===== config.mk =====
export PLATFORM = sky130hd
export DESIGN_NAME = hdmi_cfg_sequencer
export DESIGN_NICKNAME = d
export VERILOG_FILES = /design/src/rtl/hdmi_cfg_sequencer.sv
export SDC_FILE = /design/constraint.sdc
export NUM_CORES = 1
export LEC_CHECK = 0
export ABC_AREA = 1
export CAP_MARGIN = 15
export CORE_AREA = 2 2 82 142
export CTS_CLUSTER_SIZE = 16
export DETAILED_ROUTE_END_ITERATION = 10
export DIE_AREA = 0 0 84 144
export SYNTH_ARGS = -nofsm -noshare
export SYNTH_HDL_FRONTEND = slang
export SYNTH_SLANG_ARGS = --single-unit

===== constraint.sdc =====
create_clock -name clk -period 4.13 [get_ports clk]
set_input_delay 0.413 -clock clk [delete_from_list [all_inputs] [get_ports clk]]
set_output_delay 0.413 -clock clk [all_outputs]
set_load 0.005 [all_outputs]

===== src/rtl/hdmi_cfg_sequencer.sv =====
// Frame-aligned configuration master for the 720p sync/pattern generator control port.
// Mode/gamma writes and gamma LUT streaming are deferred to vsync onset; optional pattern auto-cycle.
module hdmi_cfg_sequencer #(
  parameter int LUT_DEPTH = 256,
  parameter int NUM_MODES = 7
) (
  input  logic        clk,
  input  logic        reset,
  input  logic        vsync_in,
  input  logic        cmd_valid,
  output logic        cmd_ready,
  input  logic [1:0]  cmd_op,
  input  logic [7:0]  cmd_arg,
  output logic        tbl_rd,
  output logic [7:0]  tbl_addr,
  input  logic [7:0]  tbl_data,
  output logic [1:0]  m_address,
  output logic        m_write,
  output logic [31:0] m_writedata,
  output logic        busy,
  output logic [2:0]  cur_mode,
  output logic        cur_gamma,
  output logic [3:0]  state_dbg
);

  // Command handshake: a command transfers on any cycle where cmd_valid and cmd_ready are both
  // high; cmd_ready is high only in IDLE outside reset, and the offered command must stay stable
  // while cmd_valid is high and cmd_ready is low.
  typedef enum logic [3:0] {
    S_IDLE      = 4'd0,
    S_WAIT_VS   = 4'd1,
    S_W_MODE    = 4'd2,
    S_W_GAMMA   = 4'd3,
    S_L_DIS     = 4'd4,
    S_L_ADDR    = 4'd5,
    S_L_DATA    = 4'd6,
    S_L_RESTORE = 4'd7,
    S_AUTO      = 4'd8
  } state_t;

  localparam logic [7:0] LAST_IDX = 8'(LUT_DEPTH - 1);

  state_t     state, state_nxt;
  logic       vs_d;
  logic       vs_rise;
  logic [1:0] op_q;
  logic [2:0] arg_q;
  logic [7:0] idx;
  logic [7:0] auto_n;
  logic [7:0] frame_cnt;
  logic       idle_accept;
  logic       auto_tick;
  logic       auto_hit;
  logic [2:0] next_mode;

  assign vs_rise     = vsync_in & ~vs_d;
  assign idle_accept = (state == S_IDLE) & cmd_valid & ~reset;
  // A frame only counts toward auto-cycle while nothing else wants the bus.
  assign auto_tick   = (state == S_IDLE) && (auto_n != 8'd0) && vs_rise && !idle_accept;
  assign auto_hit    = auto_tick && (({1'b0, frame_cnt} + 9'd1) == {1'b0, auto_n});
  assign next_mode   = 3'(({1'b0, cur_mode} + 4'd1) % 4'(NUM_MODES));
  assign state_dbg   = state;

  always_comb begin
    state_nxt   = state;
    cmd_ready   = 1'b0;
    busy        = 1'b1;
    m_write     = 1'b0;
    m_address   = 2'd0;
    m_writedata = 32'd0;
    tbl_rd      = 1'b0;
    tbl_addr    = 8'd0;
    case (state)
      S_IDLE: begin
        cmd_ready = ~reset;
        busy      = 1'b0;
        if (idle_accept && cmd_op != 2'd3) state_nxt = S_WAIT_VS;
        else if (auto_hit)                 state_nxt = S_AUTO;
      end
      S_WAIT_VS: begin
        if (vs_rise) begin
          case (op_q)
            2'd0:    state_nxt = S_W_MODE;
            2'd1:    state_nxt = S_W_GAMMA;
            default: state_nxt = S_L_DIS;
          endcase
        end
      end
      S_W_MODE: begin
        m_write     = 1'b1;
        m_address   = 2'd0;
        m_writedata = {29'd0, arg_q};
        state_nxt   = S_IDLE;
      end
      S_W_GAMMA: begin
        m_write     = 1'b1;
        m_address   = 2'd1;
        m_writedata = {31'd0, arg_q[0]};
        state_nxt   = S_IDLE;
      end
      S_L_DIS: begin
        m_write   = 1'b1;
        m_address = 2'd1;
        state_nxt = S_L_ADDR;
      end
      S_L_ADDR: begin
        m_write     = 1'b1;
        m_address   = 2'd2;
        m_writedata = {24'd0, idx};
        tbl_rd      = 1'b1;
        tbl_addr    = idx;
        state_nxt   = S_L_DATA;
      end
      S_L_DATA: begin
        // Table returns data one cycle after the read strobe issued in L_ADDR.
        m_write     = 1'b1;
        m_address   = 2'd3;
        m_writedata = {24'd0, tbl_data};
        state_nxt   = (idx == LAST_IDX) ? S_L_RESTORE : S_L_ADDR;
      end
      S_L_RESTORE: begin
        m_write     = 1'b1;
        m_address   = 2'd1;
        m_writedata = {31'd0, cur_gamma};
        state_nxt   = S_IDLE;
      end
      S_AUTO: begin
        busy        = 1'b0;
        m_write     = 1'b1;
        m_address   = 2'd0;
        m_writedata = {29'd0, next_mode};
        state_nxt   = S_IDLE;
      end
      default: begin
        busy      = 1'b0;
        state_nxt = S_IDLE;
      end
    endcase
  end

  always_ff @(posedge clk) begin
    if (reset) begin
      state     <= S_IDLE;
      vs_d      <= 1'b0;
      op_q      <= 2'd0;
      arg_q     <= 3'd0;
      idx       <= 8'd0;
      auto_n    <= 8'd0;
      frame_cnt <= 8'd0;
      cur_mode  <= 3'd0;
      cur_gamma <= 1'b0;
    end else begin
      state <= state_nxt;
      vs_d  <= vsync_in;
      if (idle_accept) begin
        if (cmd_op == 2'd3) begin
          auto_n    <= cmd_arg;
          frame_cnt <= 8'd0;
        end else begin
          op_q  <= cmd_op;
          arg_q <= cmd_arg[2:0];
        end
      end
      if (auto_tick) frame_cnt <= auto_hit ? 8'd0 : frame_cnt + 8'd1;
      case (state)
        S_W_MODE: begin
          cur_mode <= arg_q;
          auto_n   <= 8'd0;
        end
        S_W_GAMMA: cur_gamma <= arg_q[0];
        S_L_DIS:   idx       <= 8'd0;
        S_L_DATA:  idx       <= idx + 8'd1;
        S_AUTO:    cur_mode  <= next_mode;
        default: ;
      endcase
    end
  end

endmodule


==> results of run 1 <==
-- cell type report --
cell class	instances	area, sq um
clock buffers	6	139
fillers	1205	7660
well taps	132	165
repair buffers	52	518
inverters	62	238
clock inverters	2	12.5
flip-flops and latches	38	761
multi-input cells	293	1550
-- flip-flops by register name, indices dropped and copies added, names as in the netlist --
register   cells
frame_cnt      8
vs_d           1
op_q           2
idx            8
cur_gamma      1
auto_n         8
state_dbg      4
cur_mode       3
arg_q          3
-- cell usage after synthesis, drive strengths merged --
| library cell | number |
|---|---|
| or2 | 1 |
| o21bai | 2 |
| buf | 29 |
| a221oi | 4 |
| inv | 61 |
| nor2 | 44 |
| a22oi | 1 |
| o21ai | 30 |
| o31ai | 1 |
| nand4 | 11 |
| nand2 | 93 |
| xnor2 | 1 |
| a311oi | 1 |
| conb | 1 |
| a21oi | 33 |
| nand3b | 1 |
| a211oi | 4 |
| clkbuf | 1 |
| o221a | 1 |
| nand3 | 31 |
| nor3 | 2 |
| clkinv | 1 |
| xor2 | 1 |
| ha | 7 |
| dfxtp | 38 |
-- per-stage QoR --
step                area (sq um)  hold slack, ns  std cells  utilization
floorplan                   2760           0.430        423            -
global placement            3230           0.453        577        0.292
detailed placement          3230           0.474        577        0.292
CTS                         3380           0.484        585        0.306
global route                3380           0.493        585        0.306
finish                      3380           0.476        585        0.306
-- worst paths after layout --
kind	endpoint	slack, ns	depth (start not counted)
setup / recovery	m_writedata[0]	0.95	14
hold / removal	arg_q[1]	0.48	2
setup reg to reg	cur_mode[0]	1.98	13
hold reg to reg	arg_q[1]	0.48	2
-- routing by layer --
| metal | GRT usage | up-vias |
|---|---|---|
| met3 | 0.0205 | 11 |
| li1 | - | 1357 |
| met2 | 0.236 | 96 |
| met4 | 0.0458 | 0 |
| met5 | 0 | - |
| met1 | 0.130 | 1179 |
-- cells by family after synthesis --
group / synth area share
and+or+nand+nor: 0.335
adders and majority gates: 0.0327
other: 0.00140
DFF: 0.284
AOI/OAI and AO/OA: 0.169
buffers and inverters: 0.170
xor gates and xnor gates: 0.00655
-- where the power goes --
| group | leakage, uW | switching, uW | total, uW | internal (uW) |
|---|---|---|---|---|
| registers | 0.000308 | 10.1 | 388 | 378 |
| logic | 0.000945 | 86.8 | 148 | 61.5 |
| clock network | 0.0000729 | 160 | 400 | 239 |
-- worst register-to-register path: cells and delay by family, from the launching register on --
kind,cells,cell delay (ns)
flip-flops,1,0.42
AND/OR/NAND/NOR,5,0.48
adder cells (fa/ha/maj),3,0.62
AO/OA/AOI/OAI,2,0.32
buffers and inverters,3,0.24
==> Implementation_results.wiki, run 1 <==
{| class="wikitable"
! Metric !! Value
|-
| Part of the cycle the worst path needs || 0.769
|-
| Final Hold Viols || 0
|-
| Maximum achievable frequency || 315 MHz
|-
| Clock root buffer master || sky130_fd_sc_hd__clkbuf_16
|-
| Mapped cell area || 2680 sq um
|-
| Crit path launch type || flop
|-
| Post-synthesis instance total || 400
|-
| Share of layout cells above drive strength 1 || 0.108
|-
| Number of max-slew violations in the final report || 0
|-
| Final number of setup-violating endpoints || 0
|-
| Detailed-route wire length on metal 1 || 2910 um
|-
| Highest-count cells in the layout ignoring fill and taps || sky130_fd_sc_hd__nand2_1 (81), sky130_fd_sc_hd__inv_1 (57), sky130_fd_sc_hd__clkdlybuf4s50_1 (51)
|-
| Critical path buffer and inverter count || 4
|-
| Cell class contributing the biggest share of worst-path delay || buffers and inverters
|-
| Die span in y || 144 um
|-
| Detail Placement HPWL || 5510 um
|-
| Die outline width || 84 um
|-
| Post-CTS Resized || 0
|-
| Yosys warning total || 0
|-
| Remaining DRCs || 0
|-
| Commonest non-fill, non-tap cell in the layout || sky130_fd_sc_hd__nand2_1
|-
| Type of destination of the critical path || primary output
|-
| Initial antenna violation count || 0
|-
| Run status || complete, no violations
|-
| Number of hold buffers added after CTS || 0
|-
| Cell chain of the critical path || inv_2, ha_1, inv_1, ha_1, ha_1, inv_1, nand2_1, nand2_1, o21ai_1, nand2_1, nand2_1, nand3_1, nand3_1, clkdlybuf4s50_1
|-
| Overall via count from detail_route || 2643
|-
| Synth area leader || sky130_fd_sc_hd__dfxtp_1
|-
| Mean area per synthesized cell || 6.69 sq um
|-
| Worst Path Max Fanout || 5
|-
| Required arrival time at the worst endpoint || 3.72 ns
|-
| Data arrival time at the worst-slack endpoint || 2.76 ns
|-
| Worst setup skew after layout || 0.00459 ns
|-
| Clock sink count || 38
|-
| PD cells || 277 nW/um^2
|-
| Initial DRC Count || 87
|-
| Clock tree from TritonCTS || built
|-
| Post-Route WL || 7030 um
|-
| Layout-stage area growth over the synthesis result || 26.3%
|-
| Vias in the first global route || 2605
|-
| Worst setup slack before clock tree synthesis || 1.26 ns
|-
| Aggregate negative setup slack || 0 ns
|-
| Post-layout nets || 481
|-
| Crit path launch || cur_mode[0]
|-
| Time the final worst path needs with I/O delays and setup || 3.18 ns
|-
| Final weighted congestion of routability-driven global placement || 0.882
|-
| Global-route wire length before repair || 12000 um
|-
| Final worst-path setup slack || 0.953 ns
|-
| Average wire per cell in the routed design || 12.0 um
|-
| Total of flip-flops plus latches after synthesis || 38
|-
| Min-Delay Path Class || flop to flop
|-
| GRT overflow || 0
|-
| Min-delay src || arg_q[1]
|-
| Number of primary I/O pins || 76
|-
| Peak supply drop || 0.157 mV
|-
| Starting density of the core || 0.242
|-
| Sequential share of the synthesized area || 0.284
|-
| Count of TritonRoute iterations in the first routing pass || 4
|-
| CP max stage delay || 0.50 ns
|-
| Setup Buffers After CTS || 0
|-
| Reg-to-reg critical path startpoint || cur_mode[0]
|-
| Most frequent cell on the critical path || sky130_fd_sc_hd__nand2_1
|-
| Reg clk slew, reported paths || 0.06 ns
|-
| Static leakage power || 0.00133 uW
|-
| Critical setup path kind || flop to primary output
|-
| Max stage delay cell, worst path || sky130_fd_sc_hd__clkdlybuf4s50_1
|-
| H-tree depth || 2
|-
| Largest net degree at the start of global routing || 26
|-
| Clock latency of the later-clocked register in the worst-skew pair || 0.29 ns
|-
| Area of the placeable core || 11000 sq um
|-
| Global routing usage summed across all routing layers || 0.122
|-
| Number of distinct library cell variants in the gate-level netlist after synthesis || 39
|-
| Post-layout total power || 936 uW
|-
| Antenna-violating nets left || 0
|-
| Ratio of routed vias to standard cells || 4.52
|-
| Number of buffers created by CTS || 5
|-
| Setup repair after global routing missed its margin || false
|-
| Number of core rows || 51
|-
| Routed length on met3 || 367 um
|-
| Area fraction of the dominant cell type after synthesis || 0.284
|-
| Top layer used by detailed routing || met4
|-
| Met2 routed wirelength || 3600 um
|-
| Max Cap Viol || 0
|-
| Area of the die || 12100 sq um
|-
| Count of inserted antenna diode cells || 0
|-
| Cell types occupying the most area after synthesis || sky130_fd_sc_hd__dfxtp_1 (28%), sky130_fd_sc_hd__nand2_1 (11%), sky130_fd_sc_hd__inv_1 (8.0%), sky130_fd_sc_hd__buf_4 (7.0%), sky130_fd_sc_hd__a21oi_1 (5.4%)
|-
| Clock Tree Buf Depth || 2
|-
| Number of port buffers || 51
|}
Power figures use the tool's default switching activity.
==> inputs of run 2 (changes only) <==
==> constraint.sdc (replaced) <==
create_clock -name clk -period 3.2 [get_ports clk]
set_input_delay 0.32 -clock clk [delete_from_list [all_inputs] [get_ports clk]]
set_output_delay 0.32 -clock clk [all_outputs]
set_load 0.005 [all_outputs]
==> run 2 against run 1 <==
  * Register-to-register slack lost 0.87 ns
  * Cell count stayed put
  * Worst setup slack got worse by 0.79 ns
  * Largest cell class unchanged
  * Largest power group unchanged
  * Highest routed layer unchanged
==> Implementation_results.wiki, run 2 (synthesis gave the netlist of run 1 again) <==
{| class="wikitable"
! Metric !! Value
|-
| Die span in y || 144 um (unchanged)
|-
| Worst setup skew after layout || 0.00620 ns (+0.00161 ns)
|-
| Overall via count from detail_route || 2627 (-0.61%)
|-
| Part of the cycle the worst path needs || 0.948
|-
| Crit path launch type || flop
|-
| Number of buffers created by CTS || 5 (unchanged)
|-
| Final number of setup-violating endpoints || 0 (unchanged)
|-
| Clock root buffer master || sky130_fd_sc_hd__clkbuf_16
|-
| Area of the placeable core || 11000 sq um (unchanged)
|-
| Max Cap Viol || 0 (unchanged)
|-
| Global routing usage summed across all routing layers || 0.123 (+0.000685)
|-
| Starting density of the core || 0.242 (unchanged)
|-
| Registers with the highest flip-flop counts || auto_n: 8 flops, frame_cnt: 8 flops, idx: 8 flops
|-
| Number of hold buffers added after CTS || 0 (unchanged)
|-
| Count of TritonRoute iterations in the first routing pass || 4 (unchanged)
|-
| Antenna-violating nets left || 0 (unchanged)
|-
| Post-layout nets || 481 (unchanged)
|-
| Type of destination of the critical path || primary output
|-
| Run status || complete, no violations
|-
| Reg2reg setup slack || 1.11 ns (-0.87 ns)
|-
| Area of the die || 12100 sq um (unchanged)
|-
| Clock latency of the later-clocked register in the worst-skew pair || 0.28 ns (about the same)
|-
| Static leakage power || 0.00133 uW (+0.58%)
|-
| Largest net degree at the start of global routing || 25 (-3.8%)
|-
| Required arrival time at the worst endpoint || 2.88 ns (-0.84 ns)
|-
| Initial antenna violation count || 0 (unchanged)
|-
| Clock Tree Buf Depth || 2 (unchanged)
|-
| H-tree depth || 2 (unchanged)
|-
| PD cells || 367 nW/um^2 (+32%)
|-
| Clock tree from TritonCTS || built
|-
| GRT overflow || 0 (unchanged)
|-
| Multi-input combinational cell area || 1560 sq um (+1.2%)
|-
| Worst Path Max Fanout || 5 (unchanged)
|-
| Number of core rows || 51 (unchanged)
|-
| Detail Placement HPWL || 5590 um (+1.6%)
|-
| Maximum achievable frequency || 330 MHz
|-
| Ratio of routed vias to standard cells || 4.49 (-0.61%)
|-
| Peak supply drop || 0.303 mV (+93%)
|-
| Post-layout total power || 1250 uW (+34%)
|-
| Min-Delay Path Class || flop to flop
|-
| Critical setup path kind || flop to primary output
|-
| Final Core Density || 0.309 (+0.00317)
|-
| Remaining DRCs || 0 (unchanged)
|-
| Final weighted congestion of routability-driven global placement || 0.891 (+1.0%)
|-
| Vias in the first global route || 2545 (-2.3%)
|-
| Number of primary I/O pins || 76 (unchanged)
|-
| Number of max-slew violations in the final report || 0 (unchanged)
|-
| Setup Buffers After CTS || 0 (unchanged)
|-
| Highest-count cells in the layout ignoring fill and taps || sky130_fd_sc_hd__nand2_1 (79), sky130_fd_sc_hd__inv_1 (57), sky130_fd_sc_hd__clkdlybuf4s50_1 (51)
|-
| Number of port buffers || 51 (unchanged)
|-
| Post-Route WL || 7200 um (+2.4%)
|-
| Global-route wire length before repair || 12100 um (+1.2%)
|-
| Initial DRC Count || 76 (-13%)
|-
| Fill cell count || 1222 (+1.4%)
|-
| Average wire per cell in the routed design || 12.3 um (+2.4%)
|-
| Layout-stage area growth over the synthesis result || 27.6%
|-
| Time the final worst path needs with I/O delays and setup || 3.03 ns
|-
| Final Hold Viols || 0 (unchanged)
|-
| Share of layout cells above drive strength 1 || 0.119 (+0.0110)
|-
| Commonest non-fill, non-tap cell in the layout || sky130_fd_sc_hd__nand2_1
|-
| Reg clk slew, reported paths || 0.05 ns (about the same)
|-
| Clock sink count || 38 (unchanged)
|-
| Die outline width || 84 um (unchanged)
|-
| Total area of sequential cells || 766 sq um (+0.66%)
|-
| Data arrival time at the worst-slack endpoint || 2.71 ns (-0.05 ns)
|-
| Count of inserted antenna diode cells || 0 (unchanged)
|}
[run 2: final timing paths]
check | startpoint | endpoint | cells after the start
min | arg_q[1] | arg_q[1] | 2
max reg2reg | cur_mode[0] | cur_mode[0] | 13
max | cur_mode[0] | m_writedata[1] | 15
min reg2reg | arg_q[1] | arg_q[1] | 2
[run 2: metal layers]
layer,global-route usage,part of all wire,vias up
li1,-,-,1351
met1,0.137,0.41,1179
met2,0.234,0.53,86
met3,0.0228,0.052,11
met4,0.0357,0.015,0
met5,0,0,-
[run 2: repair_timing]
item	CTS	global route
endpoints found under the hold margin	0	0
setup endpoints to repair	0	3
gates resized for setup	0	8
[run 2: layout make-up]
cell class / instances / area share
Clock buffer: 7 / 0.0389
Clock inverter: 1 / 0.00880
Inverter: 62 / 0.0696
Multi-Input combinational cell: 293 / 0.458
Sequential cell: 38 / 0.224
Tap cell: 132 / 0.0484
Timing Repair Buffer: 52 / 0.152
[run 2: metrics by stage]
step	std cells	instance area (sq um)	hold WS, ns	setup WS, ns	setup TNS [ns]
after CTS	585	3390	0.484	0.0640	0
after global placement	577	3230	0.453	0.548	0
final	585	3410	0.484	0.167	0
after global routing	585	3410	0.503	-0.00745	-0.00745
after detailed placement	577	3230	0.468	0.382	0
after floorplan	423	2760	0.430	1.09	0
[run 2: power by group]
| part | leakage [uW] | total [uW] | internal (uW) | switching [uW] |
|---|---|---|---|---|
| clock | 0.0000781 | 559 | 368 | 190 |
| combinational | 0.000946 | 192 | 79.5 | 113 |
| sequential | 0.000309 | 501 | 487 | 13.4 |
[run 2: critical path, cell delays in order (launching register included)]
cell and delay [ns]:
sky130_fd_sc_hd__dfxtp_4 0.37, sky130_fd_sc_hd__inv_2 0.06, sky130_fd_sc_hd__ha_1 0.28, sky130_fd_sc_hd__inv_1 0.07, sky130_fd_sc_hd__ha_1 0.19, sky130_fd_sc_hd__ha_1 0.22
sky130_fd_sc_hd__inv_1 0.09, sky130_fd_sc_hd__nand2_2 0.08, sky130_fd_sc_hd__nand2_2 0.08, sky130_fd_sc_hd__nand3_2 0.09, sky130_fd_sc_hd__nand2_1 0.10, sky130_fd_sc_hd__nand2_1 0.08
sky130_fd_sc_hd__nand2_1 0.06, sky130_fd_sc_hd__nand3_1 0.08, sky130_fd_sc_hd__nand2_1 0.07, sky130_fd_sc_hd__clkdlybuf4s50_1 0.49
==> inputs of run 3 (changes only) <==
--- a/config.mk
+++ b/config.mk
@@ -11,6 +11,7 @@
 export CTS_CLUSTER_SIZE = 16
 export DETAILED_ROUTE_END_ITERATION = 10
 export DIE_AREA = 0 0 84 144
+export PLACE_DENSITY_LB_ADDON = 0.3
 export SYNTH_ARGS = -nofsm -noshare
 export SYNTH_HDL_FRONTEND = slang
 export SYNTH_SLANG_ARGS = --single-unit
==> run 3 against run 2 <==
  * Maximum frequency increased by 1.1%
  * Critical path depth fell by 1
  * Register-to-register slack about the same
  * Routed wire length grew 0.31%
  * Cell count stayed put
  * Clock power is 8.2% lower
  * Non-clock buffer count unchanged
  * First-iteration DRC count increased by 38%
==> Implementation_results.wiki, run 3 (synthesis gave the netlist of run 1 again) <==
{| class="wikitable"
! Metric !! Value
|-
| Run status || complete, no violations
|-
| Count of TritonRoute iterations in the first routing pass || 4 (unchanged)
|-
| Area of the placeable core || 11000 sq um (unchanged)
|-
| Met2 routed wirelength || 3850 um (+1.7%)
|-
| Initial DRC Count || 105 (+38%)
|-
| Average wire per cell in the routed design || 12.3 um (+0.31%)
|-
| Global-route wire length before repair || 11700 um (-3.4%)
|-
| Worst Path Max Fanout || 5 (unchanged)
|-
| Type of destination of the critical path || primary output
|-
| Number of core rows || 51 (unchanged)
|-
| Clock root buffer master || sky130_fd_sc_hd__clkbuf_16
|-
| Placed cell count || 577 (unchanged)
|-
| Worst rel slew slack || 0.665
|-
| Initial antenna violation count || 0 (unchanged)
|-
| Clock tree from TritonCTS || built
|-
| Number of port buffers || 51 (unchanged)
|-
| Count of inserted antenna diode cells || 0 (unchanged)
|-
| Time the final worst path needs with I/O delays and setup || 3.00 ns (-0.0318 ns)
|-
| Clock latency of the later-clocked register in the worst-skew pair || 0.28 ns (about the same)
|-
| Required arrival time at the worst endpoint || 2.88 ns (about the same)
|-
| Top layer used by detailed routing || met4
|-
| Critical setup path kind || flop to primary output
|-
| Layout-stage area growth over the synthesis result || 26.4%
|-
| H-tree depth || 2 (unchanged)
|-
| Global routing usage summed across all routing layers || 0.122 (-0.00104)
|-
| Min-Delay Path Class || flop to flop
|-
| Area of the die || 12100 sq um (unchanged)
|-
| Largest net degree at the start of global routing || 25 (unchanged)
|-
| Static leakage power || 0.00133 uW (-0.50%)
|-
| Switching component of the power || 330 uW (+4.2%)
|-
| Die outline width || 84 um (unchanged)
|-
| Detailed-route wire length on metal 1 || 2850 um (-2.9%)
|-
| Number of max-slew violations in the final report || 0 (unchanged)
|-
| Overall via count from detail_route || 2656 (+1.1%)
|-
| Final Instance Count excl. Fillers || 585 (unchanged)
|-
| Clock sink count || 38 (unchanged)
|-
| Final Hold Viols || 0 (unchanged)
|-
| Antenna-violating nets left || 0 (unchanged)
|-
| Power share of the clock group || 0.426 (-0.020)
|-
| Post-CTS Resized || 0 (unchanged)
|-
| Reg clk slew, reported paths || 0.06 ns (about the same)
|-
| Setup repair after global routing missed its margin || false
|-
| Sequential Power Share || 0.415 (+0.015)
|-
| Slew at the pin closest to its max-slew limit || 0.501 ns
|-
| Commonest non-fill, non-tap cell in the layout || sky130_fd_sc_hd__nand2_1
|-
| Ratio of routed vias to standard cells || 4.54 (+1.1%)
|-
| Data arrival time at the worst-slack endpoint || 2.68 ns (-0.03 ns)
|-
| Worst setup skew after layout || 0.00380 ns (-0.00240 ns)
|-
| Maximum achievable frequency || 333 MHz (+1.1%)
|-
| Aggregate negative setup slack || 0 ns (unchanged)
|-
| Final Core Density || 0.306 (-0.00295)
|-
| Post-Route WL || 7220 um (+0.31%)
|-
| Detail Placement HPWL || 5730 um (+2.5%)
|-
| PD cells || 357 nW/um^2 (-2.8%)
|-
| Number of hold buffers added after CTS || 0 (unchanged)
|-
| Combinational share of power || 0.159 (+0.005)
|-
| Number of primary I/O pins || 76 (unchanged)
|-
| GRT overflow || 0 (unchanged)
|-
| Die span in y || 144 um (unchanged)
|-
| Fraction of power spent switching nets || 0.274 (+0.0208)
|-
| Vias in the first global route || 2513 (-1.3%)
|-
| Part of the cycle the worst path needs || 0.938 (-0.00993)
|-
| Crit path launch type || flop
|-
| Post-layout total power || 1210 uW (-3.7%)
|-
| Starting density of the core || 0.242 (unchanged)
|-
| Internal portion of total power || 876 uW (-6.4%)
|-
| Clock Tree Buf Depth || 2 (unchanged)
|-
| Routed length on met3 || 362 um (-2.9%)
|-
| Registers with the highest flip-flop counts || auto_n: 8 flops, frame_cnt: 8 flops, idx: 8 flops
|-
| Max Cap Viol || 0 (unchanged)
|-
| Number of buffers created by CTS || 5 (unchanged)
|-
| Highest-count cells in the layout ignoring fill and taps || sky130_fd_sc_hd__nand2_1 (81), sky130_fd_sc_hd__inv_1 (57), sky130_fd_sc_hd__clkdlybuf4s50_1 (51)
|-
| Peak supply drop || 0.179 mV (-41%)
|-
| Smallest hold slack || 0.468 ns (-0.0158 ns)
|-
| Final weighted congestion of routability-driven global placement || 0.895 (+0.48%)
|-
| Setup Buffers After CTS || 0 (unchanged)
|-
| Remaining DRCs || 0 (unchanged)
|-
| Final number of setup-violating endpoints || 0 (unchanged)
|-
| Share of layout cells above drive strength 1 || 0.113 (-0.00662)
|-
| Post-layout nets || 481 (unchanged)
|}
==> run 3: cell count changes in the layout (fill, tap and decap cells not counted), moves of 2 or more <==
cell and change:
sky130_fd_sc_hd__nand3_1 +2, sky130_fd_sc_hd__nand3_2 -2, sky130_fd_sc_hd__clkbuf_1 -2, sky130_fd_sc_hd__nand2_1 +2, sky130_fd_sc_hd__nand2_2 -2
==> run 3: layout make-up <==
type | instances | area [sq um]
fillers | 1202 | 7660
multi-input cells | 293 | 1550
flip-flops and latches | 38 | 763
repair buffers | 52 | 518
inverters | 62 | 238
well taps | 132 | 165
clock buffers | 6 | 139
clock inverters | 2 | 12.5
==> run 3: final timing paths <==
path,start,end,slack [ns],cells past startpoint
min reg2reg,arg_q[1],arg_q[1],0.47,2
max reg2reg,cur_mode[0],cur_mode[0],1.10,13
min,arg_q[1],arg_q[1],0.47,2
max,cur_mode[0],m_writedata[0],0.20,14
==> run 3: metal layers <==
metal,vias up,track usage
met5,-,0
met4,0,0.0501
met3,15,0.0303
met2,84,0.234
met1,1207,0.123
li1,1350,-
==> run 3: per-stage QoR <==
| step | setup WS (ns) | area [sq um] |
|---|---|---|
| after floorplan | 1.09 | 2760 |
| after global placement | 0.525 | 3230 |
| after detailed placement | 0.446 | 3230 |
| after CTS | 0.117 | 3380 |
| after global routing | 0.0611 | 3380 |
| final | 0.199 | 3380 |
==> run 3: worst max-delay path: stages, from the launching register on <==
cell                              delay [ns]
sky130_fd_sc_hd__dfxtp_2                0.38
sky130_fd_sc_hd__inv_2                  0.07
sky130_fd_sc_hd__ha_1                   0.28
sky130_fd_sc_hd__inv_1                  0.09
sky130_fd_sc_hd__ha_1                   0.15
sky130_fd_sc_hd__ha_1                   0.16
sky130_fd_sc_hd__inv_1                  0.06
sky130_fd_sc_hd__nand2_1                0.12
sky130_fd_sc_hd__nand2_1                0.07
sky130_fd_sc_hd__o21ai_1                0.13
sky130_fd_sc_hd__nand2_1                0.11
sky130_fd_sc_hd__nand2_1                0.08
sky130_fd_sc_hd__nand3_1                0.11
sky130_fd_sc_hd__nand3_1                0.09
sky130_fd_sc_hd__clkdlybuf4s50_1        0.50
==> run 3: power groups by stage <==
stage / Sequential, uW / Clock [uW] / Combinational (uW)
3_3_place_gp: 511 / 0 / 192
2_1_floorplan: 508 / 0 / 143
4_1_cts: 501 / 528 / 194
3_5_place_dp: 511 / 0 / 192
5_1_grt: 503 / 551 / 214
6_report: 501 / 513 / 191
